### config.mk
export PLATFORM = sky130hd
export DESIGN_NAME = load_store_unit
export DESIGN_NICKNAME = d
export VERILOG_FILES = /design/src/rtl/load_store_unit.sv
export SDC_FILE = /design/constraint.sdc
export NUM_CORES = 1
export LEC_CHECK = 0
export CAP_MARGIN = 20
export CORE_MARGIN = 10
export CORE_UTILIZATION = 43
export DETAILED_ROUTE_END_ITERATION = 8
export HOLD_SLACK_MARGIN = 0.06
export PLACE_DENSITY = 0.81
export SYNTH_ARGS = -nofsm -noshare
export SYNTH_HDL_FRONTEND = slang
export SYNTH_SLANG_ARGS = --single-unit
### constraint.sdc
create_clock -name clk -period 4.8 [get_ports clk]
set_input_delay 1.44 -clock clk [delete_from_list [all_inputs] [get_ports clk]]
set_output_delay 1.44 -clock clk [all_outputs]
set_load 0.02 [all_outputs]
### src/rtl/load_store_unit.sv
// Load/store unit: accepts one memory op at a time from execute, checks alignment,
// runs a single data-bus cycle with byte-lane enables and formats the load result.
module load_store_unit #(
  parameter int unsigned ADDR_WIDTH = 32,
  parameter int unsigned DATA_WIDTH = 32  // only 32 is supported
) (
  input  logic                  clk,
  input  logic                  rst,
  // request from execute
  input  logic                  req_valid,
  output logic                  req_ready,
  input  logic [2:0]            req_op,
  input  logic [ADDR_WIDTH-1:0] req_addr,
  input  logic [DATA_WIDTH-1:0] req_wdata,
  // completion
  output logic                  rsp_valid,
  output logic [DATA_WIDTH-1:0] rsp_rdata,
  output logic                  rsp_err,
  output logic                  stall,
  // data bus
  output logic                  bus_en,
  output logic                  bus_we,
  output logic [3:0]            bus_sel,
  output logic [ADDR_WIDTH-1:0] bus_addr,
  output logic [DATA_WIDTH-1:0] bus_wdata,
  input  logic                  bus_ack,
  input  logic [DATA_WIDTH-1:0] bus_rdata
);

  typedef enum logic [1:0] {StIdle, StBus, StResp} state_e;

  state_e state_q, state_d;

  // Captured op and byte offset, needed to format the load data when the ack arrives
  logic [2:0] op_q;
  logic [1:0] lo_q;

  logic                  req_is_byte, req_is_half, req_is_store, req_misaligned;
  logic [3:0]            req_sel;
  logic [DATA_WIDTH-1:0] req_wfmt;
  logic [7:0]            lane_byte;
  logic [15:0]           lane_half;
  logic [DATA_WIDTH-1:0] load_data;
  logic                  accept;

  assign req_ready = (state_q == StIdle);
  assign stall     = (state_q != StIdle);
  assign rsp_valid = (state_q == StResp);
  assign accept    = req_valid && req_ready;

  // Decode the incoming request: access size, alignment, lane enables, store data
  always_comb begin
    req_is_byte  = 1'b0;
    req_is_half  = 1'b0;
    req_is_store = (req_op > 3'd4);
    case (req_op)
      3'd0, 3'd1, 3'd5: req_is_byte = 1'b1;
      3'd2, 3'd3, 3'd6: req_is_half = 1'b1;
      default: begin end
    endcase
    req_misaligned = (req_is_half && req_addr[0]) ||
                     (!req_is_byte && !req_is_half && (req_addr[1:0] != 2'b00));
    if (req_is_byte) begin
      req_sel  = 4'b0001 << req_addr[1:0];
      req_wfmt = {4{req_wdata[7:0]}};
    end else if (req_is_half) begin
      req_sel  = req_addr[1] ? 4'b1100 : 4'b0011;
      req_wfmt = {2{req_wdata[15:0]}};
    end else begin
      req_sel  = 4'b1111;
      req_wfmt = req_wdata;
    end
  end

  // Extract the addressed lane from the bus word and extend it per the captured op
  always_comb begin
    case (lo_q)
      2'd0:    lane_byte = bus_rdata[7:0];
      2'd1:    lane_byte = bus_rdata[15:8];
      2'd2:    lane_byte = bus_rdata[23:16];
      default: lane_byte = bus_rdata[31:24];
    endcase
    lane_half = lo_q[1] ? bus_rdata[31:16] : bus_rdata[15:0];
    case (op_q)
      3'd0:    load_data = {{24{lane_byte[7]}}, lane_byte};
      3'd1:    load_data = {24'b0, lane_byte};
      3'd2:    load_data = {{16{lane_half[15]}}, lane_half};
      3'd3:    load_data = {16'b0, lane_half};
      3'd4:    load_data = bus_rdata;
      default: load_data = '0;  // stores return zero
    endcase
  end

  // Next-state logic; bus_ack only matters while a bus cycle is outstanding
  always_comb begin
    state_d = state_q;
    unique case (state_q)
      StIdle:  if (req_valid) state_d = req_misaligned ? StResp : StBus;
      StBus:   if (bus_ack) state_d = StResp;
      StResp:  state_d = StIdle;
      default: state_d = StIdle;
    endcase
  end

  // State register
  always_ff @(posedge clk or posedge rst) begin
    if (rst) begin
      state_q <= StIdle;
    end else begin
      state_q <= state_d;
    end
  end

  // Request capture, registered bus outputs and held response data
  always_ff @(posedge clk or posedge rst) begin
    if (rst) begin
      op_q      <= 3'd0;
      lo_q      <= 2'd0;
      bus_en    <= 1'b0;
      bus_we    <= 1'b0;
      bus_sel   <= 4'b0;
      bus_addr  <= '0;
      bus_wdata <= '0;
      rsp_rdata <= '0;
      rsp_err   <= 1'b0;
    end else begin
      if (accept) begin
        op_q <= req_op;
        lo_q <= req_addr[1:0];
        if (req_misaligned) begin
          rsp_err   <= 1'b1;
          rsp_rdata <= '0;
        end else begin
          bus_en    <= 1'b1;
          bus_we    <= req_is_store;
          bus_sel   <= req_sel;
          bus_addr  <= {req_addr[ADDR_WIDTH-1:2], 2'b00};
          bus_wdata <= req_wfmt;
        end
      end
      if ((state_q == StBus) && bus_ack) begin
        bus_en    <= 1'b0;
        rsp_rdata <= load_data;
        rsp_err   <= 1'b0;
      end
    end
  end

endmodule

### Yosys cells after proc, flatten, opt, wreduce, memory -nomap -nowiden

Index checks and enable logic that the tools add are counted.

| word-level totals | value |
|---|---|
| register bits after elaboration | 108 |
| input port bits | 103 |
| logic and storage cells | 74 |
| output and inout port bits | 106 |

| operators by class | value |
|---|---|
| shift operators | 1 |
| reduce and logical (&&, ||, !) cells | 22 |
| equal/unequal tests | 16 |
| bitwise logic cells | 1 |
| mux-type cells | 23 |
| order comparisons | 1 |

Operators with widths:

| cell | count |
|---|---|
| $mux W32 | 5 |
| $pmux W32 S5 | 1 |
| $pmux W8 S3 | 1 |
| $mux W16 | 1 |
| $eq A3 B2 Y1 const B | 4 |
| $mux W4 | 3 |
| $eq A3 B3 Y1 const B | 3 |
| $mux W1 | 8 |
| $reduce_and A2 Y1 | 4 |
| $reduce_bool A2 Y1 | 4 |
| $eq A3 B1 Y1 const B | 2 |
| $logic_not A3 Y1 | 2 |
| $mux W2 | 3 |
| $reduce_or A3 Y1 | 2 |
| $logic_and A1 B1 Y1 | 5 |
| $eq A2 B1 Y1 const B | 2 |
| $eq A2 B2 Y1 const B | 2 |
| $logic_not A2 Y1 | 2 |
| $ne A2 B2 Y1 const B | 2 |
| $pmux W2 S2 | 1 |
| $shl A1 B2 Y4 const A | 1 |
| $gt A3 B3 Y1 const B | 1 |
| $logic_not A1 Y1 | 2 |
| $ne A2 B1 Y1 const B | 1 |
| 2 further kinds | 2 |

### Depth between registers and ports, before layout

Gate-level depths: netlist (run 1).

| logic depth | value |
|---|---|
| word-level depth | 10 |
| depth in mapped cells | 8 |

### Worst setup path before layout (run 1)

OpenSTA, ideal clock, no wires.

| timing path | value |
|---|---|
| kind | input -> register |
| from | input port req_op[1] |
| to | register bus_wdata[16] |
| setup slack | 1.943 ns |
| data arrival time | 2.732 ns |
| stages | 7 |
| path buffers | 3 |
| library setup time | 0.125 ns |
| path through | buf_4 > a21bo_1 > buf_6 > o21a_4 > buf_6 > mux2_4 > mux2_2 |

| between the ends | value |
|---|---|
| cells in the longest elaborated chain, start to end | 9 |

RTL lines:

| element | RTL line | source |
|---|---|---|
| start, declared | 12 | `input logic [2:0] req_op,` |
| $eq A3 B1 Y1 (tied with other cells) | 56 | `case (req_op)` |
| $reduce_or A3 Y1 | 56 |  |
| $mux W1 | 56 |  |
| $logic_not A1 Y1 | 62 | `(!req_is_byte && !req_is_half && (req_addr[1:0] != 2'b00));` |
| $logic_and A1 B1 Y1 (2 in series) | 62 |  |
| $logic_or A1 B1 Y1 | 61 | `req_misaligned = (req_is_half && req_addr[0]) \|\|` |
| $not A1 Y1 (no source line) | - |  |
| $reduce_and A2 Y1 (no source line) | - |  |
| end signal, assigned | 138 | `bus_wdata <= req_wfmt;` |
| end, declared | 25 | `output logic [DATA_WIDTH-1:0] bus_wdata,` |

Parallel ways exist; a longest one is shown, timed or not.
A chain may end at the register's enable or synchronous reset.

### Worst setup path after layout (run 1)

| timing path | value |
|---|---|
| from | input port req_op[1] |
| to | register bus_wdata[23] |

The elaborated chain is that of the path after synthesis.

==> results of run 1 <==
[flip-flops by register name (all words and copies together) (netlist names)]
signal / flops
rsp_rdata: 32
bus_en: 1
lo_q: 2
bus_we: 1
bus_addr: 30
bus_wdata: 32
bus_sel: 4
state_q: 2
op_q: 3
rsp_err: 1
[per-layer routing]
layer	part of all wire (%)	vias up	track usage, %
met5	0	-	0
met4	1.0	0	4.88
met3	14	15	11.6
met2	47	210	30.5
met1	37	1987	20.3
li1	-	1875	-
[final timing paths]
path	start	endpoint	cells past startpoint
hold / removal	bus_sel[0]	bus_sel[0]	1
max in group asynchronous	rst	bus_addr[5]	3
setup / recovery	req_op[1]	bus_wdata[23]	5
setup reg to reg	lo_q[1]	rsp_rdata[9]	4
min in group asynchronous	rst	bus_addr[22]	2
hold reg to reg	bus_sel[0]	bus_sel[0]	1
[metrics by stage]
stage | cell area [sq um] | setup slack [ns]
6_report | 7580 | 1.45
5_1_grt | 7580 | 1.34
4_1_cts | 7580 | 1.46
3_5_place_dp | 7260 | 1.10
3_3_place_gp | 7260 | 1.14
2_1_floorplan | 5120 | 0.514
[power by group through the flow]
stage	Combinational [mW]	Sequential, mW	Clock (mW)
global placement	2.17	1.52	0
global route	2.33	1.58	0.842
floorplan	0.753	1.92	0
finish	2.19	1.53	0.783
detailed placement	2.20	1.54	0
CTS	2.21	1.53	0.804
[critical path, cell delays in order]
cell,delay (ns)
clkdlybuf4s50_1,0.58
a21bo_1,0.61
o21a_4,0.32
mux2_2,0.35
mux2_2,0.26
[cell usage after synthesis (all sizes together) (2+ instances only)]
cell type	number	area share (%)
a21o	2	0.29
o21a	2	0.44
o22ai	32	3.9
dfrtp	108	53
a21oi	18	1.8
o21bai	2	0.29
nor2b	5	0.66
nor3b	2	0.39
nand2	38	2.8
nor2	5	0.37
a222oi	6	1.2
mux2i	3	0.59
or2	2	0.24
a221oi	8	1.4
inv	7	0.51
buf	24	2.7
clkbuf	7	0.51
mux2	107	25
nor3	3	0.29
nand2b	3	0.37
o21ai	6	0.66
[cells by family after synthesis]
kind of cell,count (synthesis),synth area share [%]
mux,111,25.7
flops,108,52.8
compound gates,84,11.4
simple gates,63,6.09
buf+inv,38,3.77
xor+xnor,1,0.171
other cells,1,0.0733
[area by class of cell]
cell class	instances	share of cell area (%)
sequential	108	35.7
multi-input combinational	261	29.5
timing repair buffer	212	28.0
clock buffer	10	3.02
tap	143	2.36
clock inverter	6	1.14
inverter	7	0.380
==> summary.txt, run 1 <==
Clock tree
  • Cts bufs inserted: 9
  • Clk sink count: 108
  • Worst skew pair latency: 0.34 ns
  • Post-cts sizing count: 0
  • CTS Root Cell: clkbuf_16
  • Hold Buf Count CTS: 0
  • CTS tree: yes
  • H-tree depth: 3
  • Clock transition at path regs: 0.07 ns
  • CTS Buffer Depth: 2
  • # Post-CTS Setup Buffers: 0

Route
  • DR iter-0 viols: 282
  • Vias: 4087
  • DR pass1 iterations: 5
  • Final WL: 15.7 mm
  • Via-to-Cell Ratio: 5.47
  • Drt wl/cell: 21.0 um
  • DR DRC count: 0
  • ANT nets after route: 0

Floorplanning
  • DIE HEIGHT: 129 um
  • Die ar.: 0.0167 sq mm
  • Chip width: 129 um
  • Row cnt: 39
  • Core Area: 0.0115 sq mm
  • IO Pins: 209
  • Initial core utilization: 44.4%

Timing
  • Hold Slack: 0.490 ns
  • Worst rel slew slack: 31.9%
  • Maximum clock rate: 299 MHz
  • Post-route setup TNS: 0 ns
  • RSZ-0062 raised after global routing: no
  • Min cycle time layout: 3.35 ns
  • Max-slew violations: 0
  • Worst Max-Slew Pin Slew: 1.02 ns
  • Endpoints failing hold: 0
  • Ratio of final minimum period to clock period: 69.7%
  • Clk_skew: 0.0101 ns
  • Final setup violation count: 0

Layout
  • Share of cells above drive strength 1: 23.5%
  • Commonest non-fill, non-tap cell in the layout: clkdlybuf4s50_1
  • Sequential cell area: 0.00270 sq mm
  • Most frequent cells in the layout: clkdlybuf4s50_1 (206), dfrtp_1 (108), mux2_2 (92)
  • Count of non-filler cells in the finished layout: 747
  • Final net count: 702
  • Filler Cell Count: 891
  • Area growth syn-to-layout: 48.1%
  • Area of the multi-input gates: 0.00223 sq mm
  • N_diodes: 0
  • Final core occ: 65.8%

Job
  • MaxCap Viol Count: 0

Worst setup path
  • Critical Path RT: 5.02 ns
  • Crit-path max FO: 11
  • R2r setup slk: 2.68 ns
  • Worst setup EP type: flop
  • Setup CP Type: in -> reg
  • Worst Setup Start Kind: input pin
  • CP arrival: 3.57 ns

Yosys
  • Ys async rst share: 100%
  • Most common flop cell mapped by yosys: dfrtp_1
  • Mean post-synth cell area: 12.6 sq um
  • Synth warnings: 0
  • Sequential fraction of the synthesis area: 52.8%
  • Post-synth EDFFs: 0
  • Library cells used by synthesis: 47
  • Seq cells post-synth: 108
  • Synth Instances: 406
  • Synthesized cell area: 0.00512 sq mm

Pwr
  • Internal power: 2.86 mW
  • Switch share: 36.5%
  • Sw Pwr: 1.64 mW
  • Clock share of power: 17.4%
  • Combinational share of power: 48.6%
  • Power density over the cells: 594 mW/mm^2
  • Pleak: 3.12 nW
  • Total power: 4.50 mW
  • Maximum vdd ir drop: 0.375 mV
  • Sequential power share: 34.0%

GRT
  • First-pass GRT wire length: 24.7 mm
  • Vias in the first global route: 4506
  • Initial antenna violation count: 0
  • GRT Total Usage: 18.8%
  • Overflow after GRT: 0
  • Largest net degree at the start of global routing: 64

Outcome
  • Outcome: finished, final reports clean

Placed design
  • Post-DP HPWL: 12.2 mm
  • Placed Cells: 731
  • PortBufs: 206
  • GP Congestion: 0.821

Worst hold path
  • Hold/Removal Path Class: reg -> reg
(Power assumes the default switching activity.)
==> run 2: changes to the inputs <==
clock period = 3.3 ns   (was 4.8 ns; I/O delays follow)
==> run 2 against run 1 <==
  * Die area unchanged
  * Critical path depth down 3
  * Worst setup slack worse by 0.98 ns
  * Clock-buffer cell count up 2
  * Worst hold slack better by 0.012 ns
  * Final cell count up 0.80%
  * Design area up 0.63%
  * Routed wire length up 1.3%
  * Sequential power up 44%
  * Largest cell class unchanged
  * Largest power group unchanged
==> summary.txt, run 2 (synthesis results as in run 1) <==
Outcome
  • Outcome: finished, final reports clean

Layout
  • Filler Cell Count: 888 (-0.34%)
  • Share of cells above drive strength 1: 24.3% (+0.75 points)
  • Area of the multi-input gates: 0.00223 sq mm (unchanged)
  • Final core occ: 66.2% (+0.41 points)
  • Design area: 0.00763 sq mm (+0.63%)
  • Area growth syn-to-layout: 49.0%
  • Sequential cell area: 0.00270 sq mm (unchanged)
  • Final net count: 708 (+0.85%)
  • Most frequent cells in the layout: clkdlybuf4s50_1 (206), dfrtp_1 (108), mux2_2 (92)
  • Commonest non-fill, non-tap cell in the layout: clkdlybuf4s50_1
  • N_diodes: 0 (unchanged)
  • Count of non-filler cells in the finished layout: 753 (+0.80%)
  • Regs by FF count: bus_wdata: 32 flops, rsp_rdata: 32 flops, bus_addr: 30 flops

Worst hold path
  • Worst hold path depth: 1 (unchanged)
  • Worst Hold Endpoint: bus_sel[0]
  • Hold/Removal Path Class: reg -> reg
  • Critical hold path startpoint: bus_sel[0]

Clock tree
  • CTS Buffer Depth: 2 (unchanged)
  • CTS Root Cell: clkbuf_16
  • Hold Buf Count CTS: 0 (unchanged)
  • H-tree depth: 3 (unchanged)
  • Worst skew pair latency: 0.34 ns (about the same)
  • Clock transition at path regs: 0.06 ns (about the same)
  • CTS tree: yes
  • Post-cts sizing count: 0 (unchanged)
  • # Post-CTS Setup Buffers: 0 (unchanged)
  • Cts bufs inserted: 9 (unchanged)
  • Clk sink count: 108 (unchanged)

Floorplanning
  • Core Area: 0.0115 sq mm (unchanged)
  • Initial core utilization: 44.4% (unchanged)
  • Row cnt: 39 (unchanged)
  • Chip width: 129 um (unchanged)
  • DIE HEIGHT: 129 um (unchanged)
  • Die ar.: 0.0167 sq mm (unchanged)
  • IO Pins: 209 (unchanged)

Timing
  • Endpoints failing hold: 0 (unchanged)
  • Hold Slack: 0.502 ns (+0.0125 ns)
  • Clk_skew: 0.00731 ns (-0.00280 ns)
  • Ratio of final minimum period to clock period: 85.5%
  • Setup ws final: 0.477 ns (-0.976 ns)
  • Worst Max-Slew Pin Slew: 1.06 ns (+0.0456 ns)
  • Worst rel slew slack: 28.9% (-3.0 points)
  • Maximum clock rate: 354 MHz
  • Min cycle time layout: 2.82 ns
  • Max-slew violations: 0 (unchanged)
  • Post-route setup TNS: 0 ns (unchanged)
  • RSZ-0062 raised after global routing: no
  • Final setup violation count: 0 (unchanged)

GRT
  • Largest net degree at the start of global routing: 57 (-11%)
  • Overflow after GRT: 0 (unchanged)
  • Initial antenna violation count: 1 (+1)
  • Vias in the first global route: 4526 (+0.44%)
  • First-pass GRT wire length: 25.0 mm (+1.4%)
  • GRT Total Usage: 19.0% (+0.19 points)

Worst setup path
  • Crit path max-delay family: buffers and inverters
  • Critical path buffer and inverter count: 1 (unchanged)
  • Crit-path max FO: 5 (-6)
  • Slowest-stage cell, CP: clkdlybuf4s50_1
  • Setup CP Type: reg -> out
  • Worst Setup Start Kind: flop
  • R2r endpoint: rsp_rdata[3]
  • Worst stage delay on the critical path: 0.70 ns (+0.09 ns)
  • R2R depth: 4 (unchanged)
  • R2r setup slk: 1.35 ns (-1.33 ns)
  • Crit-path cells: nor2_1 -> clkdlybuf4s50_1
  • Worst setup EP type: primary output
  • Origin of the critical flop-to-flop path: op_q[2]
  • Critical Path RT: 2.31 ns (-2.71 ns)
  • CP arrival: 1.83 ns (-1.74 ns)

Placed design
  • Post-DP HPWL: 12.4 mm (+1.3%)
  • PortBufs: 206 (unchanged)
  • Area post-placement: 0.00732 sq mm (+0.81%)
  • GP Congestion: 0.844 (+2.8%)
  • Placed Cells: 737 (+0.82%)
  • Pre-CTS setup slack: 0.272 ns (-0.829 ns)

Pwr
  • Switch share: 36.5% (about the same)
  • Sw Pwr: 2.38 mW (+45%)
  • Maximum vdd ir drop: 0.565 mV (+51%)
  • Combinational share of power: 49.5% (+0.9 points)
  • Sequential power share: 33.7% (-0.3 points)
  • Total power: 6.52 mW (+45%)
  • Internal power: 4.14 mW (+45%)
  • Clock share of power: 16.8% (-0.6 points)
  • Pleak: 3.15 nW (+0.83%)
  • Power density over the cells: 855 mW/mm^2 (+44%)

Route
  • ANT nets after route: 0 (unchanged)
  • Vias: 4113 (+0.64%)
  • Drt wl/cell: 21.1 um (+0.50%)
  • Final WL: 15.9 mm (+1.3%)
  • Via-to-Cell Ratio: 5.46 (-0.17%)
  • DR iter-0 viols: 267 (-5.3%)
  • DR DRC count: 0 (unchanged)
  • DR pass1 iterations: 5 (unchanged)

Job
  • MaxCap Viol Count: 0 (unchanged)
==> run 2: cell types whose count changed in the layout (fill, tap and decap cells not counted) <==
cell	previous run	this run
buf_4	5	10
clkinvlp_4	1	2
inv_4	1	0
bufinv_16	2	1
clkbuf_8	0	2
buf_12	1	2
inv_6	1	0
==> run 2: worst max-delay path by stage <==
| stage | from | end | depth (start not counted) |
|---|---|---|---|
| after global routing | state_q[0] | req_ready | 2 |
| final | state_q[0] | req_ready | 2 |
| after detailed placement | req_op[1] | bus_wdata[24] | 6 |
| after CTS | state_q[0] | req_ready | 2 |
| after floorplan | req_op[1] | bus_wdata[16] | 7 |
| after global placement | req_op[1] | bus_wdata[11] | 5 |
==> run 2: power by group through the flow <==
| stage | sequential, mW | combinational, mW | clock, mW |
|---|---|---|---|
| 2_1_floorplan | 2.79 | 1.10 | 0 |
| 3_3_place_gp | 2.19 | 3.20 | 0 |
| 3_5_place_dp | 2.22 | 3.25 | 0 |
| 4_1_cts | 2.21 | 3.27 | 1.12 |
| 5_1_grt | 2.28 | 3.45 | 1.18 |
| 6_report | 2.20 | 3.23 | 1.09 |
==> run 2: cell type report <==
type / count / share of cell area (%)
clock inverters: 4 / 0.623
repair buffers: 218 / 28.5
clock buffers: 12 / 3.36
multi-input cells: 261 / 29.3
well taps: 143 / 2.35
flip-flops and latches: 108 / 35.4
inverters: 7 / 0.394
==> run 2: per-layer routing <==
| layer | vias up | GRT usage, % | routed length (um) |
|---|---|---|---|
| met2 | 198 | 30.9 | 7480 |
| met5 | - | 0 | 13 |
| li1 | 1887 | - | - |
| met3 | 19 | 10.1 | 2070 |
| met4 | 2 | 6.29 | 221 |
| met1 | 2007 | 20.9 | 6110 |
==> variant (settings of run 1) <==
Encoding of `state_e`: now one-hot (3 bits for 3 states).
--- a/src/rtl/load_store_unit.sv
+++ b/src/rtl/load_store_unit.sv
@@ -28,5 +28,5 @@
 );
 
-  typedef enum logic [1:0] {StIdle, StBus, StResp} state_e;
+  typedef enum logic [2:0] {StIdle = 3'b001, StBus = 3'b010, StResp = 3'b100} state_e;
 
   state_e state_q, state_d;
Behaviour: same outputs for any inputs over 4 cycles, from zero or initial values and one cycle with rst high; so few cycles prove little.
==> variant against run 1 <==
Final area fell by 0.46%; setup slack got worse by 0.17 ns; sequential cell count rose by 1; non-clock buffer count did not move; total power rose by 5.4%; area after synthesis fell by 1.3%; fmax fell by 4.9%; clock skew fell by 0.0015 ns; global-route usage rose by 0.70 points; wire length rose by 4.8%.
==> variant: results (changes against run 1) <==
.. list-table::
   :header-rows: 1

   * - Metric
     - Value
   * - Status
     - completed
   * - Via count of the first global-routing pass
     - 4503 (-0.067%)
   * - Global routing usage summed across all routing layers
     - 19.46% (+0.70 points)
   * - Depth of the worst register-to-register path
     - 5 (+1)
   * - Most numerous cell types in the synthesized netlist
     - sky130_fd_sc_hd__dfrtp_1, sky130_fd_sc_hd__mux2_1, sky130_fd_sc_hd__nand2_1, sky130_fd_sc_hd__mux2_2, sky130_fd_sc_hd__o22ai_1
   * - Postcts setup bufs
     - 0 (unchanged)
   * - Max rail drop VDD
     - 0.3455 mV (-7.9%)
   * - DR WL/cell
     - 21.66 µm (+3.1%)
   * - Number of optimization iterations in the first detailed-route pass
     - 8 (+3)
   * - Worst relative slew slack
     - 36.07% (+4.2 points)
   * - RePlAce Congestion
     - 0.9097 (+11%)
   * - Detailed placement HPWL
     - 12720 µm (+4.2%)
   * - Average via count per standard cell
     - 5.577 (+1.9%)
   * - Maximum fanout along the worst path
     - 35 (+24)
   * - Yosys cell types
     - 48 (+2.1%)
   * - Worst-path clk slew
     - 0.07 ns (about the same)
   * - Largest net degree at the start of global routing
     - 62 (-3.1%)
   * - Arrival time worst endpoint
     - 3.74 ns (+0.17 ns)
   * - Clk_skew
     - 0.008611 ns (-0.001500 ns)
   * - Cts bufs inserted
     - 9 (unchanged)
   * - Share of layout cells above drive strength 1
     - 11.04% (-12 points)
   * - Static Leakage
     - 3.096 nW (-0.84%)
   * - Seq/Total Area, Yosys
     - 54.01% (+1.2 points)
   * - Path category of the worst min-delay check
     - register to register
   * - Clock root cell
     - sky130_fd_sc_hd__clkbuf_16
   * - Wire length of the first global-routing pass
     - 25460 µm (+3.2%)
   * - Most area-consuming cells after synthesis
     - sky130_fd_sc_hd__dfrtp_1, sky130_fd_sc_hd__mux2_1, sky130_fd_sc_hd__mux2_2
   * - Final Net Count
     - 714 (+1.7%)
   * - Count of filler cells inserted in the layout
     - 870 (-2.4%)
   * - Warning count from the yosys run
     - 0 (unchanged)
   * - Count of routing violations after the opening detailed-route iteration
     - 536 (+90%)
   * - Clk Latency, worst-skew pair
     - 0.34 ns (about the same)
   * - Number of cells traversed by the worst hold path
     - 1 (unchanged)
## variant: cell count changes after synthesis, sizes merged, moves of 3 or more
| cell | delta |
|---|---|
| mux2 | -6 |
| buf | -6 |
| nand2 | +11 |
| clkbuf | +5 |
| nand3 | +3 |
## variant: critical path, cell delays in order
cell,delay (ns)
sky130_fd_sc_hd__clkdlybuf4s50_1,0.51
sky130_fd_sc_hd__nor2b_1,0.21
sky130_fd_sc_hd__o21ai_1,0.39
sky130_fd_sc_hd__nand3_4,0.45
sky130_fd_sc_hd__buf_12,0.36
sky130_fd_sc_hd__mux2_1,0.34
## variant: layout make-up
class | count | area, µm² | area share, %
inverter | 6 | 25.02 | 0.3317
clock inverter | 5 | 65.06 | 0.8624
clock buffer | 11 | 252.7 | 3.350
multi-input combinational | 273 | 2175 | 28.82
timing repair buffer | 212 | 2120 | 28.09
sequential | 109 | 2729 | 36.17
tap | 143 | 178.9 | 2.371
## variant: path summary, 6_finish.rpt
path / from / end / slack, ns
min in group asynchronous: rst / rsp_rdata[3] / 1.58
max in group asynchronous: rst / bus_wdata[31] / 2.39
setup / recovery: req_op[2] / bus_addr[5] / 1.28
hold / removal: bus_wdata[10] / bus_wdata[10] / 0.50
setup reg to reg: state_q[0] / bus_addr[5] / 2.42
hold reg to reg: bus_wdata[10] / bus_wdata[10] / 0.50
## variant: cell families after synthesis
kind of cell / Yosys count / synth area share, %
multiplexers: 104 / 23.11
buffers and inverters: 36 / 3.269
other: 1 / 0.07422
XOR/XNOR: 1 / 0.1734
flip-flops: 109 / 54.01
AO/OA/AOI/OAI: 89 / 12.26
AND/OR/NAND/NOR: 77 / 7.108
## variant: per-stage QoR
stage	setup WS [ns]	hold WS, ns	area, µm²	instances
2_1_floorplan	0.4877	0.5051	5056	418
3_3_place_gp	1.049	0.4730	7227	743
3_5_place_dp	0.9557	0.4839	7227	743
4_1_cts	1.289	0.5003	7545	759
5_1_grt	1.139	0.5119	7545	759
6_report	1.279	0.4975	7545	759
## variant: where the power goes
group / switching (mW) / internal (mW) / leakage (nW)
logic: 1.21 / 1.16 / 1.59
clock network: 0.340 / 0.439 / 0.157
registers: 0.277 / 1.32 / 1.35
total: 1.82 / 2.92 / 3.10
## variant: metal layers
| layer | global-route usage (%) | routed length, µm |
|---|---|---|
| met2 | 30.69 | 7505 |
| met4 | 5.828 | 279 |
| met5 | 0 | 0 |
| met3 | 11.09 | 2641 |
| met1 | 22.02 | 6017 |
